`src/rtl/hazard_ctrl.sv`:
```
// hazard_ctrl: pipeline hazard and sequencing controller for the five-stage core.
// Generates load-use stalls, redirect flushes, memory-wait holds, execute-stage
// forwarding selects and a sticky memory-wait watchdog flag.
// Optional feature macro: HAZARD_PERF_CNT_EN builds the stall/flush performance
// counters; when undefined the counter outputs are tied to zero.
module hazard_ctrl #(
  parameter int unsigned MAX_WAIT  = 16,
  parameter int unsigned CNT_WIDTH = 32
) (
  input  logic                 clk,
  input  logic                 rst,
  input  logic [4:0]           D_ra,
  input  logic [4:0]           D_rb,
  input  logic [4:0]           E_ra,
  input  logic [4:0]           E_rb,
  input  logic [4:0]           E_rd,
  input  logic [1:0]           E_result_src,
  input  logic                 E_pc_src,
  input  logic [4:0]           M_rd,
  input  logic [4:0]           W_rd,
  input  logic                 M_RegWrite,
  input  logic                 W_RegWrite,
  input  logic                 M_mem_req,
  input  logic                 mem_ready,
  output logic                 F_stall,
  output logic                 D_stall,
  output logic                 D_flush,
  output logic                 E_stall,
  output logic                 E_flush,
  output logic                 M_stall,
  output logic                 W_bubble,
  output logic [1:0]           forward_a,
  output logic [1:0]           forward_b,
  output logic                 mem_timeout,
  output logic [CNT_WIDTH-1:0] stall_cycles,
  output logic [CNT_WIDTH-1:0] flush_events
);

  localparam int unsigned WAIT_W = $clog2(MAX_WAIT + 1);
  localparam logic [WAIT_W-1:0] WAIT_LIMIT = WAIT_W'(MAX_WAIT);

  localparam logic [1:0] FWD_RF  = 2'b00;
  localparam logic [1:0] FWD_WB  = 2'b01;
  localparam logic [1:0] FWD_MEM = 2'b10;

  localparam logic [1:0] RES_LOAD = 2'b01;

  typedef enum logic [0:0] {
    RUN      = 1'b0,
    MEM_WAIT = 1'b1
  } state_t;

  state_t            r_state;
  state_t            w_state_nxt;
  logic [WAIT_W-1:0] r_wait_cnt;
  logic [WAIT_W-1:0] w_wait_inc;
  logic              r_mem_timeout;

  logic w_lu;
  logic w_wait_start;
  logic w_wait_hold;
  logic w_f_stall;
  logic w_d_stall;
  logic w_d_flush;
  logic w_e_stall;
  logic w_e_flush;
  logic w_m_stall;
  logic w_w_bubble;
  logic [1:0] w_fwd_a;
  logic [1:0] w_fwd_b;

  // Load-use: a load in execute whose destination is read in decode (x0 excluded)
  assign w_lu = (E_result_src == RES_LOAD) && (E_rd != 5'd0) &&
                ((E_rd == D_ra) || (E_rd == D_rb));

  // Memory access that misses its single-cycle slot, or an ongoing wait
  assign w_wait_start = (r_state == RUN) && M_mem_req && !mem_ready;
  assign w_wait_hold  = (r_state == MEM_WAIT) && !mem_ready;

  // Next-state and Mealy control decode; memory wait outranks redirect outranks load-use
  always_comb begin
    w_state_nxt = r_state;
    w_f_stall   = 1'b0;
    w_d_stall   = 1'b0;
    w_d_flush   = 1'b0;
    w_e_stall   = 1'b0;
    w_e_flush   = 1'b0;
    w_m_stall   = 1'b0;
    w_w_bubble  = 1'b0;
    if (w_wait_start || w_wait_hold) begin
      // Execute stage is held, so any pending redirect is replayed on release
      w_f_stall   = 1'b1;
      w_d_stall   = 1'b1;
      w_e_stall   = 1'b1;
      w_m_stall   = 1'b1;
      w_w_bubble  = 1'b1;
      w_state_nxt = MEM_WAIT;
    end else begin
      w_state_nxt = RUN;
      if (E_pc_src) begin
        // Dependent instruction is flushed, so no load-use stall is needed
        w_d_flush = 1'b1;
        w_e_flush = 1'b1;
      end else if (w_lu) begin
        w_f_stall = 1'b1;
        w_d_stall = 1'b1;
        w_e_flush = 1'b1;
      end
    end
  end

  // Operand A forwarding select; memory stage has priority over writeback
  always_comb begin
    w_fwd_a = FWD_RF;
    if (M_RegWrite && (M_rd != 5'd0) && (M_rd == E_ra)) begin
      w_fwd_a = FWD_MEM;
    end else if (W_RegWrite && (W_rd != 5'd0) && (W_rd == E_ra)) begin
      w_fwd_a = FWD_WB;
    end
  end

  // Operand B forwarding select; memory stage has priority over writeback
  always_comb begin
    w_fwd_b = FWD_RF;
    if (M_RegWrite && (M_rd != 5'd0) && (M_rd == E_rb)) begin
      w_fwd_b = FWD_MEM;
    end else if (W_RegWrite && (W_rd != 5'd0) && (W_rd == E_rb)) begin
      w_fwd_b = FWD_WB;
    end
  end

  // All pipeline controls are forced inactive while reset is held
  assign F_stall   = rst & w_f_stall;
  assign D_stall   = rst & w_d_stall;
  assign D_flush   = rst & w_d_flush;
  assign E_stall   = rst & w_e_stall;
  assign E_flush   = rst & w_e_flush;
  assign M_stall   = rst & w_m_stall;
  assign W_bubble  = rst & w_w_bubble;
  assign forward_a = rst ? w_fwd_a : FWD_RF;
  assign forward_b = rst ? w_fwd_b : FWD_RF;

  // FSM state register
  always_ff @(posedge clk or negedge rst) begin
    if (!rst) begin
      r_state <= RUN;
    end else begin
      r_state <= w_state_nxt;
    end
  end

  // Saturating increment of the wait counter
  assign w_wait_inc = (r_wait_cnt == WAIT_LIMIT) ? r_wait_cnt : (r_wait_cnt + WAIT_W'(1));

  // Memory-wait watchdog: counts MEM_WAIT cycles, sticky flag once the limit is hit
  always_ff @(posedge clk or negedge rst) begin
    if (!rst) begin
      r_wait_cnt    <= '0;
      r_mem_timeout <= 1'b0;
    end else if (w_wait_start) begin
      r_wait_cnt <= '0;
    end else if (r_state == MEM_WAIT) begin
      r_wait_cnt <= w_wait_inc;
      if (w_wait_inc == WAIT_LIMIT) begin
        r_mem_timeout <= 1'b1;
      end
    end
  end

  assign mem_timeout = r_mem_timeout;

`ifdef HAZARD_PERF_CNT_EN
  logic [CNT_WIDTH-1:0] r_stall_cycles;
  logic [CNT_WIDTH-1:0] r_flush_events;

  // Saturating hazard performance counters
  always_ff @(posedge clk or negedge rst) begin
    if (!rst) begin
      r_stall_cycles <= '0;
      r_flush_events <= '0;
    end else begin
      if (w_f_stall && !(&r_stall_cycles)) begin
        r_stall_cycles <= r_stall_cycles + CNT_WIDTH'(1);
      end
      if (w_d_flush && !(&r_flush_events)) begin
        r_flush_events <= r_flush_events + CNT_WIDTH'(1);
      end
    end
  end

  assign stall_cycles = r_stall_cycles;
  assign flush_events = r_flush_events;
`else
  assign stall_cycles = '0;
  assign flush_events = '0;
`endif

endmodule
```
`config.mk`:
```
export PLATFORM = sky130hd
export DESIGN_NAME = hazard_ctrl
export DESIGN_NICKNAME = d
export VERILOG_FILES = /design/src/rtl/hazard_ctrl.sv
export SDC_FILE = /design/constraint.sdc
export NUM_CORES = 1
export LEC_CHECK = 0
export CORE_ASPECT_RATIO = 1.2
export CORE_UTILIZATION = 34
export DETAILED_ROUTE_END_ITERATION = 7
export GPL_TIMING_DRIVEN = 0
export PLACE_DENSITY = 0.88
export SYNTH_ARGS = -nofsm -noshare
export SYNTH_HDL_FRONTEND = slang
export SYNTH_SLANG_ARGS = --single-unit
```
`constraint.sdc`:
```
create_clock -name clk -period 4 [get_ports clk]
set_input_delay 1 -clock clk [delete_from_list [all_inputs] [get_ports clk]]
set_output_delay 1 -clock clk [all_outputs]
set_load 0.01 [all_outputs]
```
==> reports/results.tsv, run 1 <==
metric	value	unit
outcome	finished, final reports clean	
Worst VDD drop	151	uV
placed insts	336	
post-layout instance count excluding filler cells	340	
H-tree depth	1	
Congestion Overflow GR	0	
CTS tree	yes	
Tot GR Track Use	14.0	%
Critical Path Stages	6	
Worst setup EP type	output port	
post-CTS setup repair buffer count	0	
Hold Buf Count CTS	0	
critical path's most frequent cell	clkdlybuf4s50_1	
Die W	58.9	um
row cnt	24	
Worst Skew	0.000340	ns
die area	4130	sq um
initial antenna violation count	0	
routability cong.	0.815	
post-route clock period utilization	98.6	%
crit-path max cell delay	0.56	ns
area grow syn2layout	70.8	%
Pleak	1.21	nW
Post-Syn Instances	166	
Yosys reg bits	7	
vias in the first global route	1158	
post-synth top area cell	buf_4	
buffer depth of the longest clock path	2	
drt drc	0	
register area share after synthesis	13.3	%
Critical path buffers and inverters	2	
largest net degree at the start of global routing	14	
Post-layout nets	335	
CP delay by family, top	buffers and inverters	
routed vias	1283	
dominant synthesized flop cell	dfrtp_1	
worst hold slack	0.474	ns
Hold Path Class	reg2reg	
CP arrival	2.94	ns
Max stage delay cell, worst path	or4_4	
Seq. cell area	175	sq um
post-synthesis area per instance	7.94	sq um
Post-Syn Area	1320	sq um
Synth area leaders	buf_4 38%, xor2_1 15%, dfrtp_1 13%	
clk sinks	7	
Hold Path Depth	1	
vias per cell	3.77	
Ant. Diodes	0	
async set-reset flop share out of synthesis	100	%
post-layout min period	3.94	ns
final wirelength	3030	um
DRT Pass-1 Iters	4	
final hold vios	0	
Post-synth EDFFs	0	
clock root buffer	clkbuf_8	
Max Slew Vio Count	0	
critical path peak fanout	3	
kind of critical path	in2out	
Worst EP required	3.00	ns
# setup viols final	0	
first-pass GRT wire length	4470	um
MaxCap Viol Count	0	
CP Launch Type	primary input	
fillers	320	
Worst R2R Path Depth	6	
# IOs	120	
Core Area	3660	sq um
top-area cell type share of the netlist area	38.1	%
worst-skew pair later-pin latency	0.23	ns
antenna-violating nets left	0	
Max Clock Freq	254	MHz
Worst-path clk slew	0.04	ns
area of the multi-input gates	887	sq um
worst path cell trace	clkdlybuf4s50_1 > or4_4 > o21ai_2 > nor4_1 > and2_2 > clkdlybuf4s50_1	
synth warn	0	
wire length per cell	8.92	um
Inserted Clock Buffers	3	
post-DP HPWL	2670	um
slew margin rel.	62.5	%
Worst-Margin Slew	0.563	ns
Yosys cell types	30	
Starting DRT DRC Count	11	
Initial Util	36.0	%
RSZ-0062 raised after global routing	no	
IO buf count	55	
Worst R2R Setup Slack	2.48	ns
share of cells above drive strength 1	27.8	%
Cell Pwr Density	182	nW/um^2
Die Y	70.2	um
-- area by class of cell --
class | count | area share (%)
Multi-Input combinational cell | 150 | 39.4
Timing Repair Buffer | 55 | 24.8
Buffer | 67 | 22.3
Sequential cell | 7 | 7.78
Tap cell | 52 | 2.89
Clock buffer | 4 | 2.00
Inverter | 5 | 0.833
-- per-stage QoR --
stage | TNS, ns | power, mW | cell area, sq um | util [%] | worst slack, ns
2_1_floorplan | 0 | 0.225 | 1560 | - | 0.733
3_3_place_gp | -0.688 | 0.299 | 2170 | 59.3 | -0.347
3_5_place_dp | -0.778 | 0.304 | 2170 | 59.3 | -0.362
4_1_cts | 0 | 0.406 | 2220 | 60.6 | 0.000431
5_1_grt | 0 | 0.438 | 2250 | 61.5 | 0.0189
6_report | 0 | 0.411 | 2250 | 61.5 | 0.0577
-- logic make-up after synthesis --
logic type | synth area share, %
flip-flops | 13.3
AND/OR/NAND/NOR | 15.7
buffers and inverters | 39.6
other | 0.284
adder cells (fa/ha/maj) | 1.90
AO/OA/AOI/OAI | 7.40
XOR/XNOR | 21.9
-- per-layer routing --
metal | vias to the layer above | part of all wire, % | GRT usage (%)
li1 | 663 | - | -
met1 | 535 | 32 | 12.1
met2 | 79 | 55 | 28.3
met3 | 6 | 11 | 2.78
met4 | 0 | 2.1 | 7.41
met5 | - | 0 | 0
-- cell usage after synthesis (2+ instances only) --
cell / number
a22o_1: 2
dfrtp_1: 7
nor2_1: 10
buf_4: 67
xnor2_1: 10
o21ai_0: 4
nor3_1: 4
nor4_1: 2
inv_1: 5
or4_1: 3
nand2_1: 3
nand3_1: 8
xor2_1: 23
ha_1: 2
-- registers in the layout (all words and copies together), names as in the netlist --
| register | cells |
|---|---|
| r_wait_cnt | 5 |
| r_state | 1 |
| mem_timeout | 1 |
-- placed cells by master, fill, tap and decap left out, drive strengths merged, types with 4 or more instances in the layout --
| cell type | synthesis | layout |
|---|---|---|
| nand3 | 8 | 8 |
| conb | 1 | 64 |
| clkbuf | 0 | 4 |
| nor3 | 4 | 4 |
| o21ai | 5 | 5 |
| nor2 | 10 | 10 |
| buf | 67 | 67 |
| xor2 | 23 | 23 |
| inv | 5 | 5 |
| xnor2 | 10 | 10 |
| clkdlybuf4s50 | 0 | 48 |
| or4 | 4 | 4 |
| dfrtp | 7 | 7 |
| dlymetal6s2s | 0 | 4 |
-- power by group --
part	internal, mW	switching (mW)
clock	0.0691	0.0328
sequential	0.0797	0.0117
combinational	0.122	0.0951
total	0.271	0.140
-- worst paths after layout --
path / startpoint / end
worst max-delay path: M_rd[1] / forward_a[1]
worst min-delay path: mem_timeout$_DFFE_PN0P_ / mem_timeout$_DFFE_PN0P_
worst max register to register: r_wait_cnt[0]$_DFFE_PN0P_ / mem_timeout$_DFFE_PN0P_
worst min register to register: mem_timeout$_DFFE_PN0P_ / mem_timeout$_DFFE_PN0P_
max in group asynchronous: rst / r_wait_cnt[3]$_DFFE_PN0P_
min in group asynchronous: rst / r_wait_cnt[2]$_DFFE_PN0P_
-- what timing repair did --
action	in CTS	in global routing
pin swaps	1	3
endpoints found under the setup margin	5	4
resized for setup	4	9
Power figures use the tool's default switching activity.
==> run 2: changes to the inputs <==
CORE_UTILIZATION = 28   (was 34)
PLACE_DENSITY = 0.77   (was 0.88)
clock period = 3.4 ns   (was 4 ns; I/O delays follow)
==> run 2 against run 1 <==
  * Count of clock-buffer cells in the layout is the same
  * Wire length grew 2.3%
  * Hold slack got worse by 0.0060 ns
  * Power grew 17%
  * Core utilization fell by 12 points
  * Clock power increased by 14%
  * Via count is 0.70% higher
  * Sequential share of layout area down 0.051 points
  * Register-to-register slack got worse by 0.52 ns
  * Die area rose by 21%
  * Setup slack improved by 0.021 ns
  * Critical endpoint is now forward_a[0]
  * Highest routed layer unchanged
==> reports/results.tsv, run 2 (same netlist as run 1, synthesis figures left out) <==
metric	value	unit	change
Hold Path Depth	1		unchanged
final hold vios	0		unchanged
clk sinks	7		unchanged
Congestion Overflow GR	0		unchanged
commonest non-fill, non-tap cell in the layout	buf_4		
Worst VDD drop	125	uV	-17%
Largest Register	r_wait_cnt		
largest net degree at the start of global routing	14		unchanged
die area	4990	sq um	+21%
Cell Pwr Density	211	nW/um^2	+16%
MaxCap Viol Count	0		unchanged
post-CTS setup repair buffer count	0		unchanged
worst-skew pair later-pin latency	0.23	ns	about the same
Core Area	4560	sq um	+24%
kind of critical path	in2out		
Max stage delay cell, worst path	or4_4		
antenna-violating nets left	0		unchanged
Critical Path Stages	6		unchanged
slew margin rel.	64.9	%	+2.5 points
post-layout min period	3.32	ns	
# setup viols final	0		unchanged
final wirelength	3110	um	+2.3%
Ant. Diodes	0		unchanged
H-tree depth	1		unchanged
Worst-Margin Slew	0.526	ns	-0.0368 ns
Max Clock Freq	301	MHz	
Starting DRT DRC Count	24		+13
hold path endpoint	mem_timeout$_DFFE_PN0P_		
Worst R2R Path Depth	6		unchanged
vias per cell	3.73		-1.0%
post-DP HPWL	2710	um	+1.4%
clock root buffer	clkbuf_8		
outcome	finished, final reports clean		
wire length per cell	8.97	um	+0.57%
DRT Pass-1 Iters	4		unchanged
buffer depth of the longest clock path	2		unchanged
Worst EP required	2.55	ns	-0.45 ns
Pleak	1.22	nW	+0.92%
first-pass GRT wire length	4790	um	+7.1%
worst path cell trace	dlygate4sd2_1 > or4_4 > o21ai_4 > nor4_4 > nor4_2 > clkdlybuf4s15_2		
CTS tree	yes		
critical path peak fanout	3		unchanged
fillers	443		+38%
share of cells above drive strength 1	30.6	%	+2.8 points
Critical path buffers and inverters	2		unchanged
Die Y	77.2	um	+9.9%
worst hold slack	0.468	ns	-0.00600 ns
crit-path max cell delay	0.56	ns	about the same
Finished Core Util	49.7	%	-12 points
R2R Path End	mem_timeout$_DFFE_PN0P_		
Largest register FFs	5		unchanged
Min-Delay Startpoint	mem_timeout$_DFFE_PN0P_		
Inserted Clock Buffers	3		unchanged
CP arrival	2.47	ns	-0.47 ns
initial antenna violation count	0		unchanged
post-route clock period utilization	97.7	%	
Max Slew Vio Count	0		unchanged
Initial Util	28.9	%	-7.1 points
routed vias	1292		+0.70%
RR Startpoint	r_wait_cnt[0]$_DFFE_PN0P_		
row cnt	27		+13%
most frequent cells in the layout	67 x buf_4, 64 x conb_1, 34 x clkdlybuf4s50_1		
Worst Skew	0.00482	ns	+0.00448 ns
Tot GR Track Use	11.9	%	-2.1 points
Die W	64.7	um	+9.8%
# IOs	120		unchanged
routability cong.	0.787		-3.5%
vias in the first global route	1190		+2.8%
Worst-path clk slew	0.04	ns	about the same
Worst R2R Setup Slack	1.96	ns	-0.52 ns
area grow syn2layout	71.9	%	
CP delay by family, top	simple AND/OR/NAND/NOR gates		
Post-layout nets	335		unchanged
CP Launch Type	primary input		
Hold Path Class	reg2reg		
IO buf count	55		unchanged
RSZ-0062 raised after global routing	no		
drt drc	0		unchanged
Worst setup EP type	output port		
-- run 2: changes by cell type in the layout (fill, tap and decap cells not counted), moves of 2 or more --
| cell | before | now |
|---|---|---|
| dlygate4sd2_1 | 2 | 13 |
| clkdlybuf4s50_1 | 48 | 34 |
| nor2_2 | 0 | 2 |
| clkbuf_2 | 0 | 2 |
| nor2_1 | 10 | 8 |
-- run 2: how the worst max path moves through the flow --
stage | startpoint | end | slack, ns
after floorplan | E_rd[1] | F_stall | 0.43
after CTS | M_rd[4] | forward_a[0] | 0.007
final | M_rd[1] | forward_a[0] | 0.08
after global placement | rst | forward_a[0] | -0.61
after global routing | W_rd[4] | forward_a[0] | 0.001
after detailed placement | rst | forward_a[0] | -0.61
-- run 2: power breakdown --
part	switching [mW]	total [mW]	internal, mW
clock	0.0352	0.116	0.0810
combinational	0.116	0.255	0.139
sequential	0.0134	0.107	0.0938
-- run 2: what timing repair did --
action,CTS,global route
setup endpoints to repair,9,7
hold buffers,0,0
gates cloned,0,0
pin swaps,4,4
gates resized for setup,25,16
-- run 2: final cells by class --
cell class,count,area (sq um),area share (%)
buffer,67,503,22.2
clock buffer,4,45.0,1.99
inverter,5,18.8,0.828
multi-input combinational,150,917,40.5
sequential,7,175,7.73
tap,58,72.6,3.20
timing repair buffer,55,536,23.6
-- run 2: worst reg2reg max path, delay by kind of cell (launching register included) --
family	cells	cell delay [ns]
flip-flops	1	0.42
AO/OA/AOI/OAI	2	0.34
AND/OR/NAND/NOR	2	0.33
adder cells (fa/ha/maj)	1	0.14
buffers and inverters	1	0.10
-- run 2: metal layers --
layer	share of wire, %	up-vias	track usage, %
li1	-	660	-
met4	2.8	0	5.33
met5	0	-	0
met2	51	96	23.3
met3	12	10	3.27
met1	34	526	11.1
-- run 2: per-stage QoR --
step	cell area (sq um)	worst slack, ns	total power, mW	std cells	TNS (ns)
6_report	2270	0.0787	0.479	346	0
5_1_grt	2270	0.00126	0.514	346	0
4_1_cts	2240	0.00677	0.476	346	0
3_5_place_dp	2180	-0.613	0.358	342	-2.65
3_3_place_gp	2180	-0.610	0.351	342	-2.76
2_1_floorplan	1560	0.433	0.265	229	0
==> run 3: changes to the inputs <==
--- a/constraint.sdc
+++ b/constraint.sdc
@@ -3,2 +3,2 @@
 set_output_delay 0.85 -clock clk [all_outputs]
-set_load 0.01 [all_outputs]
+set_load 0.005 [all_outputs]
==> run 3 against run 2 <==
  * Critical path depth stayed put
  * Non-clock buffer count grew 2
  * Hold slack gained 0.0072 ns
  * Sequential share of layout area barely moved
  * Clock power about the same
  * Count of clock-buffer cells in the layout is the same
  * Sequential power is essentially flat
  * Wire length up 1.4%
  * Critical endpoint unchanged
  * Largest power group unchanged
  * Highest routed layer unchanged
==> reports/results.tsv, run 3 (same netlist as run 1, synthesis figures left out) <==
metric	value	unit	change
Core Area	4560	sq um	unchanged
Hold Path Class	reg2reg		
Worst Skew	0.00530	ns	+0.000479 ns
CP delay by family, top	simple AND/OR/NAND/NOR gates		
routed vias	1299		+0.54%
Post-layout nets	337		+0.60%
slew margin rel.	66.5	%	+1.5 points
Starting DRT DRC Count	30		+25%
Congestion Overflow GR	0		unchanged
wire length per cell	9.04	um	+0.77%
share of cells above drive strength 1	28.3	%	-2.3 points
Die W	64.7	um	unchanged
critical path's most frequent cell	dlygate4sd2_1		
most frequent cells in the layout	69 x buf_4, 64 x conb_1, 34 x clkdlybuf4s50_1		
area grow syn2layout	71.5	%	
Internal Power	0.313	mW	-0.35%
post-layout instance count excluding filler cells	348		+0.58%
Clock power frac	25.2	%	+0.9 points
Inserted Clock Buffers	3		unchanged
initial antenna violation count	0		unchanged
worst path cell trace	dlygate4sd2_1 > or4_4 > o21ai_4 > nor4_4 > nor4_2 > dlygate4sd2_1		
Seq pwr share	23.4	%	+1.0 points
placed cell area	2180	sq um	unchanged
P_sw	0.145	mW	-12%
buffer depth of the longest clock path	2		unchanged
outcome	finished, final reports clean		
Worst VDD drop	119	uV	-4.3%
Final WS setup	0.0841	ns	+0.00537 ns
drt drc	0		unchanged
Place WS	-0.578	ns	+0.0357 ns
vias per cell	3.73		about the same
post-DP HPWL	2710	um	unchanged
Max Clock Freq	302	MHz	+0.16%
IO buf count	55		unchanged
# setup viols final	0		unchanged
worst-skew pair later-pin latency	0.23	ns	about the same
Tot GR Track Use	12.1	%	+0.18 points
Pleak	1.23	nW	+0.32%
vias in the first global route	1190		unchanged
Max stage delay cell, worst path	or4_4		
CP Launch Type	primary input		
Cell Pwr Density	203	nW/um^2	-4.0%
fillers	454		+2.5%
RSZ-0062 raised after global routing	no		
Die Y	77.2	um	unchanged
die area	4990	sq um	unchanged
final wirelength	3150	um	+1.4%
Largest Register	r_wait_cnt		
crit-path max cell delay	0.55	ns	about the same
largest net degree at the start of global routing	14		unchanged
clock root buffer	clkbuf_8		
Final Cell Area	2260	sq um	-0.22%
Hold Buf Count CTS	0		unchanged
commonest non-fill, non-tap cell in the layout	buf_4		
Seq. cell area	175	sq um	unchanged
Max Slew Vio Count	0		unchanged
clk sinks	7		unchanged
area of the multi-input gates	900	sq um	-1.9%
row cnt	27		unchanged
DRT Pass-1 Iters	4		unchanged
MaxCap Viol Count	0		unchanged
Sw Ratio	31.7	%	-2.7 points
critical path peak fanout	3		unchanged
Worst EP required	2.55	ns	about the same
first-pass GRT wire length	4860	um	+1.6%
post-route clock period utilization	97.5	%	-0.16 points
Initial Util	28.9	%	unchanged
combinational power share	51.4	%	-1.9 points
placed insts	342		unchanged
Ant. Diodes	0		unchanged
antenna-violating nets left	0		unchanged
worst hold slack	0.475	ns	+0.00722 ns
H-tree depth	1		unchanged
final hold vios	0		unchanged
Worst-Margin Slew	0.503	ns	-0.0229 ns
post-layout min period	3.32	ns	-0.00537 ns
CTS tree	yes		
routability cong.	0.787		unchanged
# IOs	120		unchanged
Worst-path clk slew	0.04	ns	about the same
overall power	0.458	mW	-4.2%
Critical path buffers and inverters	2		unchanged
CP arrival	2.47	ns	about the same
Largest register FFs	5		unchanged
Worst setup EP type	output port		
kind of critical path	in2out		
[run 3: cell count changes in the layout (fill, tap and decap cells not counted), moves of 2 or more]
| cell | before | now |
|---|---|---|
| dlygate4sd2_1 | 13 | 18 |
| buf_4 | 67 | 69 |
| clkbuf_2 | 2 | 0 |
| dlymetal6s2s_1 | 4 | 2 |
| nor3_1 | 2 | 4 |
| nor3_2 | 2 | 0 |
[run 3: metal layers]
layer	vias to the layer above	global-route usage (%)	routed length (um)
met1	538	11.3	1100
met3	6	3.27	356
met2	90	24.0	1650
li1	665	-	-
met5	-	0	0
met4	0	4.67	46
[run 3: final timing paths]
kind                                           start                   endpoint  slack (ns)  cells after the start
setup / recovery                             M_rd[2]               forward_a[0]        0.08                      6
hold / removal               mem_timeout$_DFFE_PN0P_    mem_timeout$_DFFE_PN0P_        0.48                      1
setup reg to reg           r_wait_cnt[0]$_DFFE_PN0P_    mem_timeout$_DFFE_PN0P_        1.97                      6
hold reg to reg              mem_timeout$_DFFE_PN0P_    mem_timeout$_DFFE_PN0P_        0.48                      1
max in group asynchronous                        rst          r_state$_DFF_PN0_        2.39                      1
min in group asynchronous                        rst  r_wait_cnt[3]$_DFFE_PN0P_        0.67                      1
[run 3: timing repair]
| action | CTS | global route |
|---|---|---|
| pin swaps | 8 | 2 |
| resized for setup | 26 | 3 |
| endpoints found under the setup margin | 9 | 3 |
| endpoints found under the hold margin | 0 | 0 |
| buffers inserted | 1 | 1 |
[run 3: area by class of cell]
| type | instances | share of cell area [%] |
|---|---|---|
| inverter | 5 | 0.830 |
| tap | 58 | 3.21 |
| multi-input combinational | 150 | 39.8 |
| buffer | 67 | 22.2 |
| timing repair buffer | 57 | 24.2 |
| clock buffer | 4 | 1.99 |
| sequential | 7 | 7.74 |
[run 3: power by group through the flow]
| stage | clock (mW) | combinational [mW] | sequential [mW] |
|---|---|---|---|
| 6_report | 0.115 | 0.236 | 0.107 |
| 4_1_cts | 0.119 | 0.232 | 0.107 |
| 3_3_place_gp | 0 | 0.226 | 0.107 |
| 3_5_place_dp | 0 | 0.231 | 0.108 |
| 2_1_floorplan | 0 | 0.142 | 0.105 |
| 5_1_grt | 0.124 | 0.261 | 0.109 |
[run 3: worst register-to-register path: cells and delay by family (launching register included)]
family          cells  cell delay, ns
compound gates      2            0.34
flops               1            0.42
fa+ha+maj           1            0.14
buf+inv             1            0.10
simple gates        2            0.33
[run 3: through the flow]
step | util, % | TNS [ns]
finish | 49.6 | 0
global route | 49.6 | 0
CTS | 49.3 | 0
detailed placement | 47.8 | -2.34
global placement | 47.8 | -2.44
floorplan | - | 0
